**config.mk**
```make
export PLATFORM = sky130hd
export DESIGN_NAME = boot_loader_ctrl
export DESIGN_NICKNAME = d
export VERILOG_FILES = /design/src/rtl/boot_loader_ctrl.sv
export SDC_FILE = /design/constraint.sdc
export NUM_CORES = 1
export LEC_CHECK = 0
export CORE_MARGIN = 2
export CORE_UTILIZATION = 39
export CTS_CLUSTER_DIAMETER = 50
export DETAILED_ROUTE_END_ITERATION = 10
export MAX_ROUTING_LAYER = met4
export PLACE_DENSITY_LB_ADDON = 0.12
export SLEW_MARGIN = 20
export SYNTH_ARGS = -nofsm -noshare
export SYNTH_HDL_FRONTEND = slang
export SYNTH_SLANG_ARGS = --single-unit
```
**constraint.sdc**
```tcl
create_clock -name clk -period 2.8 [get_ports clk]
set_clock_uncertainty 0.1 [all_clocks]
set_input_delay 0.28 -clock clk [delete_from_list [all_inputs] [get_ports clk]]
set_output_delay 0.28 -clock clk [all_outputs]
set_load 0.02 [all_outputs]
```
**src/rtl/boot_loader_ctrl.sv**
```systemverilog
// Boot sequencer: holds init_rst while copying BOOT_WORDS ROM words to LOAD_BASE.
// Optional image checksum verification enabled by defining BOOT_CHECKSUM_EN.
module boot_loader_ctrl #(
    parameter int          DW         = 32,
    parameter int          ROM_AW     = 10,
    parameter int          BOOT_WORDS = 256,
    parameter logic [31:0] LOAD_BASE  = 32'h8000_0000
) (
    input  logic              clk,
    input  logic              global_rst_n,
    input  logic              reboot_req,
    output logic              rom_req,
    output logic [ROM_AW-1:0] rom_addr,
    input  logic [DW-1:0]     rom_rdata,
    input  logic              rom_valid,
    output logic              mem_wvalid,
    input  logic              mem_wready,
    output logic [31:0]       mem_waddr,
    output logic [DW-1:0]     mem_wdata,
    output logic [DW/8-1:0]   mem_wstrb,
    output logic              init_rst,
    output logic              boot_done,
    output logic              boot_err
);

    typedef enum logic [2:0] {
        S_RD, S_WAIT, S_WR, S_DONE
`ifdef BOOT_CHECKSUM_EN
        , S_CHK_RD, S_CHK_WAIT, S_ERR
`endif
    } state_t;

    localparam logic [31:0] LAST_IDX = 32'(BOOT_WORDS - 1);

    state_t        state, state_n;
    logic [31:0]   idx, idx_n;
    logic [DW-1:0] data_buf, buf_n;
    logic          rd_strobe;

`ifdef BOOT_CHECKSUM_EN
    localparam logic [ROM_AW-1:0] CHK_ADDR = ROM_AW'(BOOT_WORDS);
    logic [DW-1:0] sum, sum_n;
    logic          chk_sel;
`endif

    always_comb begin
        state_n    = state;
        idx_n      = idx;
        buf_n      = data_buf;
        rd_strobe  = 1'b0;
        mem_wvalid = 1'b0;
`ifdef BOOT_CHECKSUM_EN
        sum_n      = sum;
        chk_sel    = 1'b0;
`endif
        case (state)
            S_RD: begin
                rd_strobe = 1'b1;
                state_n   = S_WAIT;
            end
            S_WAIT: begin
                if (rom_valid) begin
                    buf_n   = rom_rdata;
`ifdef BOOT_CHECKSUM_EN
                    sum_n   = sum + rom_rdata;
`endif
                    state_n = S_WR;
                end
            end
            S_WR: begin
                mem_wvalid = 1'b1;
                if (mem_wready) begin
                    if (idx == LAST_IDX) begin
`ifdef BOOT_CHECKSUM_EN
                        state_n = S_CHK_RD;
`else
                        state_n = S_DONE;
`endif
                    end else begin
                        idx_n   = idx + 32'd1;
                        state_n = S_RD;
                    end
                end
            end
`ifdef BOOT_CHECKSUM_EN
            S_CHK_RD: begin
                rd_strobe = 1'b1;
                chk_sel   = 1'b1;
                state_n   = S_CHK_WAIT;
            end
            S_CHK_WAIT: begin
                if (rom_valid) state_n = (rom_rdata == sum) ? S_DONE : S_ERR;
            end
            S_ERR: begin
                if (reboot_req) begin
                    state_n = S_RD;
                    idx_n   = '0;
                    sum_n   = '0;
                end
            end
`endif
            S_DONE: begin
                if (reboot_req) begin
                    state_n = S_RD;
                    idx_n   = '0;
`ifdef BOOT_CHECKSUM_EN
                    sum_n   = '0;
`endif
                end
            end
            default: state_n = S_RD;
        endcase
    end

    always_ff @(posedge clk or negedge global_rst_n) begin
        if (!global_rst_n) begin
            state     <= S_RD;
            idx       <= '0;
            data_buf  <= '0;
            init_rst  <= 1'b1;
            boot_done <= 1'b0;
        end else begin
            state     <= state_n;
            idx       <= idx_n;
            data_buf  <= buf_n;
            init_rst  <= (state_n != S_DONE);
            boot_done <= (state_n == S_DONE);
        end
    end

`ifdef BOOT_CHECKSUM_EN
    always_ff @(posedge clk or negedge global_rst_n) begin
        if (!global_rst_n) begin
            sum      <= '0;
            boot_err <= 1'b0;
        end else begin
            sum      <= sum_n;
            boot_err <= (state_n == S_ERR);
        end
    end

    assign rom_addr = chk_sel ? CHK_ADDR : idx[ROM_AW-1:0];
`else
    assign boot_err = 1'b0;
    assign rom_addr = idx[ROM_AW-1:0];
`endif

    // Reset state is RD, so the strobe is masked while reset is held and
    // rises in the very first cycle after release.
    assign rom_req   = rd_strobe & global_rst_n;
    assign mem_waddr = LOAD_BASE + {idx[29:0], 2'b00};
    assign mem_wdata = data_buf;
    assign mem_wstrb = '1;

endmodule

```
==> metrics.md, run 1 <==
| Metric | Value |
|---|---|
| PnR worst setup slack | `0.4382 ns` |
| Post-route cell area | `0.004698 sq mm` |
| Flop and latch count out of synthesis | `69` |
| Most used DFF post-synth | `dfrtp_1` |
| Syn Std Cell Area | `0.003538 sq mm` |
| Share of layout cells above drive strength 1 | `0.1711` |
| Detailed Place HPWL | `5813 microns` |
| Max incr delay on CP | `0.46 ns` |
| Slew @ Worst Pin | `0.8867 ns` |
| Placement Setup Slack | `0.4464 ns` |
| Root Driver | `clkbuf_8` |
| Critical Path Start Type | `flop` |
| Synthesis-to-finish area growth | `32.78%` |
| Endpoint type of the worst setup path | `flop` |
| Status | `completed` |
| Ys async rst share | `1.000` |
| Initial Utilization | `0.4038` |
| RSZ-0062 raised after global routing | `no` |
| Row count | `34` |
| Post-Syn Area per Cell | `10.72 sq um` |
| Vias in the first global route | `2667` |
| Max Cap Violations | `0` |
| CP max-delay cell | `dfrtp_1` |
| Drc violations | `0` |
| Clock sink count | `69` |
| IO Port Bufs | `112` |
| CP cell instances | `ha_1, nand3_1, nor3_1, nand4_1, or3_1, a21oi_1` |
| Leakage | `1.902 nW` |
| Crit Path Class | `reg -> reg` |
| CTS H-tree depth | `3` |
| Clock transition at path regs | `0.08 ns` |
| Postcts setup bufs | `0` |
| Post-route minimum period | `2.362 ns` |
| Sequential share of the synthesized area | `0.4883` |
| Slew headroom | `0.4089` |
| CTS resizes | `0` |
| WP data arrival | `2.52 ns` |
| First-pass GRT wire length | `12850 microns` |
| Bufs and invs on worst path | `0` |
| Hold_buf cts | `0` |
| Synth unique cells | `43` |
| Worst hold path class | `in -> async` |
| Routed wire per std cell | `15.63 microns` |
| Initial antenna violation count | `0` |
| Top Ports | `120` |
| Clk buf depth | `2` |
| Fin crit share | `0.8435` |
| Synth Instances | `330` |
| Antenna diodes | `0` |
| Core footprint | `0.008763 sq mm` |
| Final Setup Violations | `0` |
| Final wirelength | `8174 microns` |
| Hold Fails Final Rpt | `0` |
| Routed Antenna Nets | `0` |
| Crit-path leading delay family | `simple AND/OR/NAND/NOR gates` |
| RePlAce Congestion | `0.7835` |
| Clock latency on the worst-skew pair | `0.34 ns` |
| Required time of the critical path | `2.96 ns` |
| Power density over the cells | `683.2 mW/mm^2` |
| Die H | `99.25 microns` |
| Largest net degree at the start of global routing | `70` |
| Cell Area, Placed | `0.004466 sq mm` |
| Drt pass-1 iters | `4` |
| Max-slew violation count | `0` |
| Post-synth EDFFs | `0` |
| VDD IR max | `0.4476 mV` |
| CP max FO | `7` |
| Via density | `5.226` |
| Final net count | `448` |
| Die width | `99.25 microns` |
| TritonCTS clock tree | `built` |
| Number of CTS-inserted buffers | `9` |
| Ys Warns | `0` |
| GRT overflow | `0` |
| Fmax | `423.4 MHz` |
| Die ar. | `0.009851 sq mm` |
| Iteration-0 DRC Markers | `95` |
| Setup TNS | `0 ns` |
| Total GRT Usage | `0.1695` |
| Vias | `2733` |
[through the flow]
step	cells	hold WS [ns]	util	power, mW
detailed placement	507	0.3945	0.5096	2.290
global placement	507	0.3884	0.5096	2.273
CTS	523	0.1393	0.5361	3.243
finish	523	0.1067	0.5361	3.210
global route	523	0.1917	0.5361	3.363
floorplan	336	-0.1156	-	1.858
[cell usage after synthesis, types with 2 or more instances]
cell type | number | area [sq um]
a21oi_1 | 17 | 85.08
and3_1 | 4 | 25.02
buf_2 | 5 | 25.02
buf_4 | 46 | 345.3
buf_6 | 2 | 22.52
clkbuf_1 | 3 | 11.26
conb_1 | 2 | 7.510
dfrtp_1 | 68 | 1702
inv_1 | 6 | 22.52
mux2_2 | 33 | 371.6
nand2_1 | 17 | 63.81
nand2b_1 | 2 | 12.51
nand3_1 | 8 | 40.04
nand3b_1 | 2 | 15.01
nand4_1 | 10 | 62.56
nand4_2 | 2 | 25.02
nor2_1 | 22 | 82.58
nor3_1 | 5 | 25.02
nor4_1 | 6 | 37.54
nor4_2 | 4 | 50.05
o211ai_1 | 3 | 22.52
o21ai_0 | 13 | 65.06
o31ai_1 | 4 | 30.03
or2_1 | 2 | 12.51
or2_2 | 2 | 12.51
or3_1 | 13 | 81.33
or4_1 | 6 | 45.04
xor2_1 | 8 | 70.07
[layout by cell type, fill, tap and decap left out, drive strengths merged, types with 2 or more instances in the layout]
cell / count
or4: 6
dfrtp: 68
nand2b: 2
bufinv: 2
a21oi: 18
and3: 4
nor4: 11
inv: 7
o21ai: 14
clkbuf: 10
conb: 8
clkdlybuf4s50: 111
buf: 8
or3: 13
nand2: 17
o211ai: 3
nand4: 12
xor2: 8
nor3: 5
o31ai: 4
mux2: 33
nand3b: 2
nor2: 22
mux2i: 2
nand3: 8
clkinv: 3
or2: 4
[worst register-to-register path: cells and delay by family (launching register included)]
kind | cells | cell delay (ns)
AO/OA/AOI/OAI | 1 | 0.14
adder cells (fa/ha/maj) | 1 | 0.23
flip-flops | 1 | 0.46
AND/OR/NAND/NOR | 4 | 1.37
[cells by family after synthesis]
group	after synthesis	share of synthesized area
other	2	0.002122
buffers and inverters	62	0.1206
DFF	69	0.4883
muxes	35	0.1117
AOI/OAI and AO/OA	44	0.07426
xor gates and xnor gates	9	0.02228
adders and majority gates	1	0.003536
and+or+nand+nor	108	0.1772
[state kept, by name (all words and copies together) (netlist names)]
| signal | cells |
|---|---|
| boot_done | 1 |
| state | 3 |
| mem_wdata | 32 |
| init_rst | 1 |
| idx | 32 |
[final timing paths]
kind,start,endpoint,slack (ns),cells past startpoint
min in group clk,mem_wdata[2],mem_wdata[2],0.41,1
max in group asynchronous,global_rst_n,mem_wdata[27],1.91,2
max reg2reg,idx[0],idx[30],0.44,6
max,idx[0],idx[30],0.44,6
min,global_rst_n,idx[2],0.11,2
min reg2reg,mem_wdata[2],mem_wdata[2],0.41,1
[metal layers]
metal	routed length, microns	part of all wire	GRT usage
met2	3747	0.46	0.2573
met5	0	0	-
met4	110	0.013	0.06112
met1	3757	0.46	0.2180
met3	559	0.068	0.04779
[power breakdown]
part / leakage, nW / switching [mW] / internal [mW]
registers: 0.878 / 0.128 / 1.16
logic: 0.907 / 0.463 / 0.509
clock network: 0.117 / 0.413 / 0.534
total: 1.90 / 1.00 / 2.21
[final cells by class]
cell class	count	area [sq um]
Fill cell	814	4065
Sequential cell	69	1728
Multi-Input combinational cell	205	1411
Timing Repair Buffer	119	1169
Clock buffer	10	137.6
Tap cell	108	135.1
Clock inverter	6	95.09
Inverter	6	22.52
Note: power is estimated with default switching activity, not from simulation.
==> inputs of run 2 (changes only) <==
==> constraint.sdc (replaced) <==
create_clock -name clk -period 1.9 [get_ports clk]
set_clock_uncertainty 0.1 [all_clocks]
set_input_delay 0.19 -clock clk [delete_from_list [all_inputs] [get_ports clk]]
set_output_delay 0.19 -clock clk [all_outputs]
set_load 0.02 [all_outputs]
==> run 2 against run 1 <==
Compared with the run above:
- the run now ends with negative setup slack left
- combinational power increased by 69%
- critical path depth did not move
- power grew 51%
- sequential power up 45%
- sequential share of layout area down 4.8 points
- global-route usage up 1.8 points
- worst hold slack worse by 0.080 ns
- non-clock buffer count rose by 64
- die area unchanged
- core utilization increased by 8.1 points
- setup slack got worse by 0.57 ns
- count of clock-buffer cells in the layout stayed put
- critical path type unchanged
- largest cell class unchanged
==> metrics.md, run 2 (synthesis gave the netlist of run 1 again) <==
| Metric | Value |
|---|---|
| Hold Fails Final Rpt | `0` |
| Drc violations | `0` |
| Reg2reg start | `state[0]` |
| Initial Utilization | `0.4038` |
| Initial antenna violation count | `0` |
| Largest net degree at the start of global routing | `70` |
| Vias | `3001` |
| VDD IR max | `0.5984 mV` |
| Fillers | `740` |
| Endpoint type of the worst setup path | `flop` |
| Final net count | `512` |
| Failing checks | `negative setup slack` |
| Clock sink count | `69` |
| Slew headroom | `0.4066` |
| Most frequent cells in the layout | `clkdlybuf4s50_1, dfrtp_1, buf_4` |
| Status | `complete, but fails checks` |
| Iteration-0 DRC Markers | `101` |
| TritonCTS clock tree | `built` |
| Reg area | `0.001729 sq mm` |
| Worst-case hold slack | `0.02641 ns` |
| Top Ports | `120` |
| Antenna diodes | `0` |
| Multi-input gate area | `0.001609 sq mm` |
| Leakage | `2.288 nW` |
| Total GRT Usage | `0.1872` |
| Clock latency on the worst-skew pair | `0.33 ns` |
| Bufs and invs on worst path | `1` |
| Clk buf depth | `2` |
| Power density over the cells | `897.6 mW/mm^2` |
| Die width | `99.25 microns` |
| Fin crit share | `1.067` |
| Routed Antenna Nets | `0` |
| Total power | `4.852 mW` |
| Setup TNS | `-1.512 ns` |
| Placed Cells | `556` |
| Total stage count of the critical path | `6` |
| Fmax | `493.3 MHz` |
| CP max FO | `5` |
| Worst hold path class | `in -> async` |
| Row count | `34` |
| Share of layout cells above drive strength 1 | `0.3445` |
| Root Driver | `clkbuf_8` |
| Core footprint | `0.008763 sq mm` |
| Crit. Startpoint | `state[0]` |
| Drt pass-1 iters | `4` |
| RePlAce Congestion | `0.8179` |
| Finished Core Util | `0.6168` |
| WP data arrival | `2.19 ns` |
| CP cell instances | `buf_6, mux2i_4, or2_1, or3_1, or4_1, o21ai_1` |
| Worst-case reg-to-reg path depth | `6` |
| Die H | `99.25 microns` |
| CP max-delay cell | `dfrtp_1` |
| Post-route minimum period | `2.027 ns` |
| Clock transition at path regs | `0.07 ns` |
| Max-slew violation count | `0` |
| Die ar. | `0.009851 sq mm` |
| Final wirelength | `8842 microns` |
| Worst Setup EP | `idx[6]` |
| Post-Layout Cell Count | `587` |
| Vias in the first global route | `3075` |
| Routed wire per std cell | `15.06 microns` |
| Required time of the critical path | `2.06 ns` |
| Number of CTS-inserted buffers | `9` |
| GRT overflow | `0` |
| Most common cell after layout, fill and taps aside | `clkdlybuf4s50_1` |
| Final Setup Violations | `26` |
| First-pass GRT wire length | `14610 microns` |
| IO Port Bufs | `112` |
| PnR worst setup slack | `-0.1273 ns` |
| Crit Path Class | `reg -> reg` |
| Crit-path leading delay family | `simple AND/OR/NAND/NOR gates` |
| CTS H-tree depth | `3` |
| Max Cap Violations | `0` |
| Detailed Place HPWL | `6278 microns` |
| Slew @ Worst Pin | `0.8901 ns` |
| Max incr delay on CP | `0.43 ns` |
| Via density | `5.112` |
| Reg-to-reg setup timing slack | `-0.13 ns` |
| Worst R2R End | `idx[6]` |
| RSZ-0062 raised after global routing | `yes` |
| Critical Path Start Type | `flop` |
| Synthesis-to-finish area growth | `52.76%` |
-- run 2: cell count changes in the layout (fill, tap and decap cells not counted), sizes merged --
| cell | change |
|---|---|
| buf | +65 |
| clkbuf | +1 |
| clkdlybuf4s50 | -2 |
| clkinvlp | +1 |
| inv | -1 |
-- run 2: timing repair --
action	in CTS	in global routing
resized for setup	28	31
buffers inserted	11	3
pin swaps	31	14
endpoints found under the setup margin	33	35
gates cloned	1	0
hold buffers	0	0
-- run 2: layout make-up --
| cell class | count | area share |
|---|---|---|
| repair buffers | 183 | 0.3118 |
| well taps | 108 | 0.02500 |
| clock inverters | 6 | 0.01597 |
| multi-input cells | 205 | 0.2977 |
| flip-flops and latches | 69 | 0.3199 |
| inverters | 6 | 0.004167 |
| clock buffers | 10 | 0.02546 |
-- run 2: worst min path at each step --
stage / startpoint / endpoint / slack, ns / cells after the start
after floorplan: global_rst_n / boot_done / -0.21 / 0
after global placement: mem_wdata[16] / mem_wdata[16] / 0.39 / 1
after detailed placement: mem_wdata[22] / mem_wdata[22] / 0.39 / 1
after CTS: global_rst_n / idx[24] / 0.06 / 2
after global routing: global_rst_n / idx[22] / 0.11 / 2
final: global_rst_n / idx[2] / 0.03 / 2
-- run 2: worst reg2reg max path: stages, from the launching register on --
cell     delay, ns
dfrtp_1       0.43
buf_6         0.15
mux2i_4       0.20
or2_1         0.28
or3_1         0.33
or4_1         0.40
o21ai_1       0.08
-- run 2: where the power goes --
group	switching, mW	internal (mW)
Clock	0.561	0.773
Combinational	0.774	0.869
Sequential	0.159	1.72
Total	1.49	3.36
-- run 2: metal layers --
layer  part of all wire  track usage
met1               0.45       0.2385
met2               0.49       0.3061
met3              0.056      0.03865
met4             0.0068      0.04953
met5                  0            -
-- run 2: per-stage QoR --
stage	area, sq um	worst slack [ns]
finish	5405	-0.1273
global route	5405	-0.2341
floorplan	3571	0.002026
CTS	5273	-0.1334
detailed placement	4856	-0.3032
global placement	4856	-0.2262
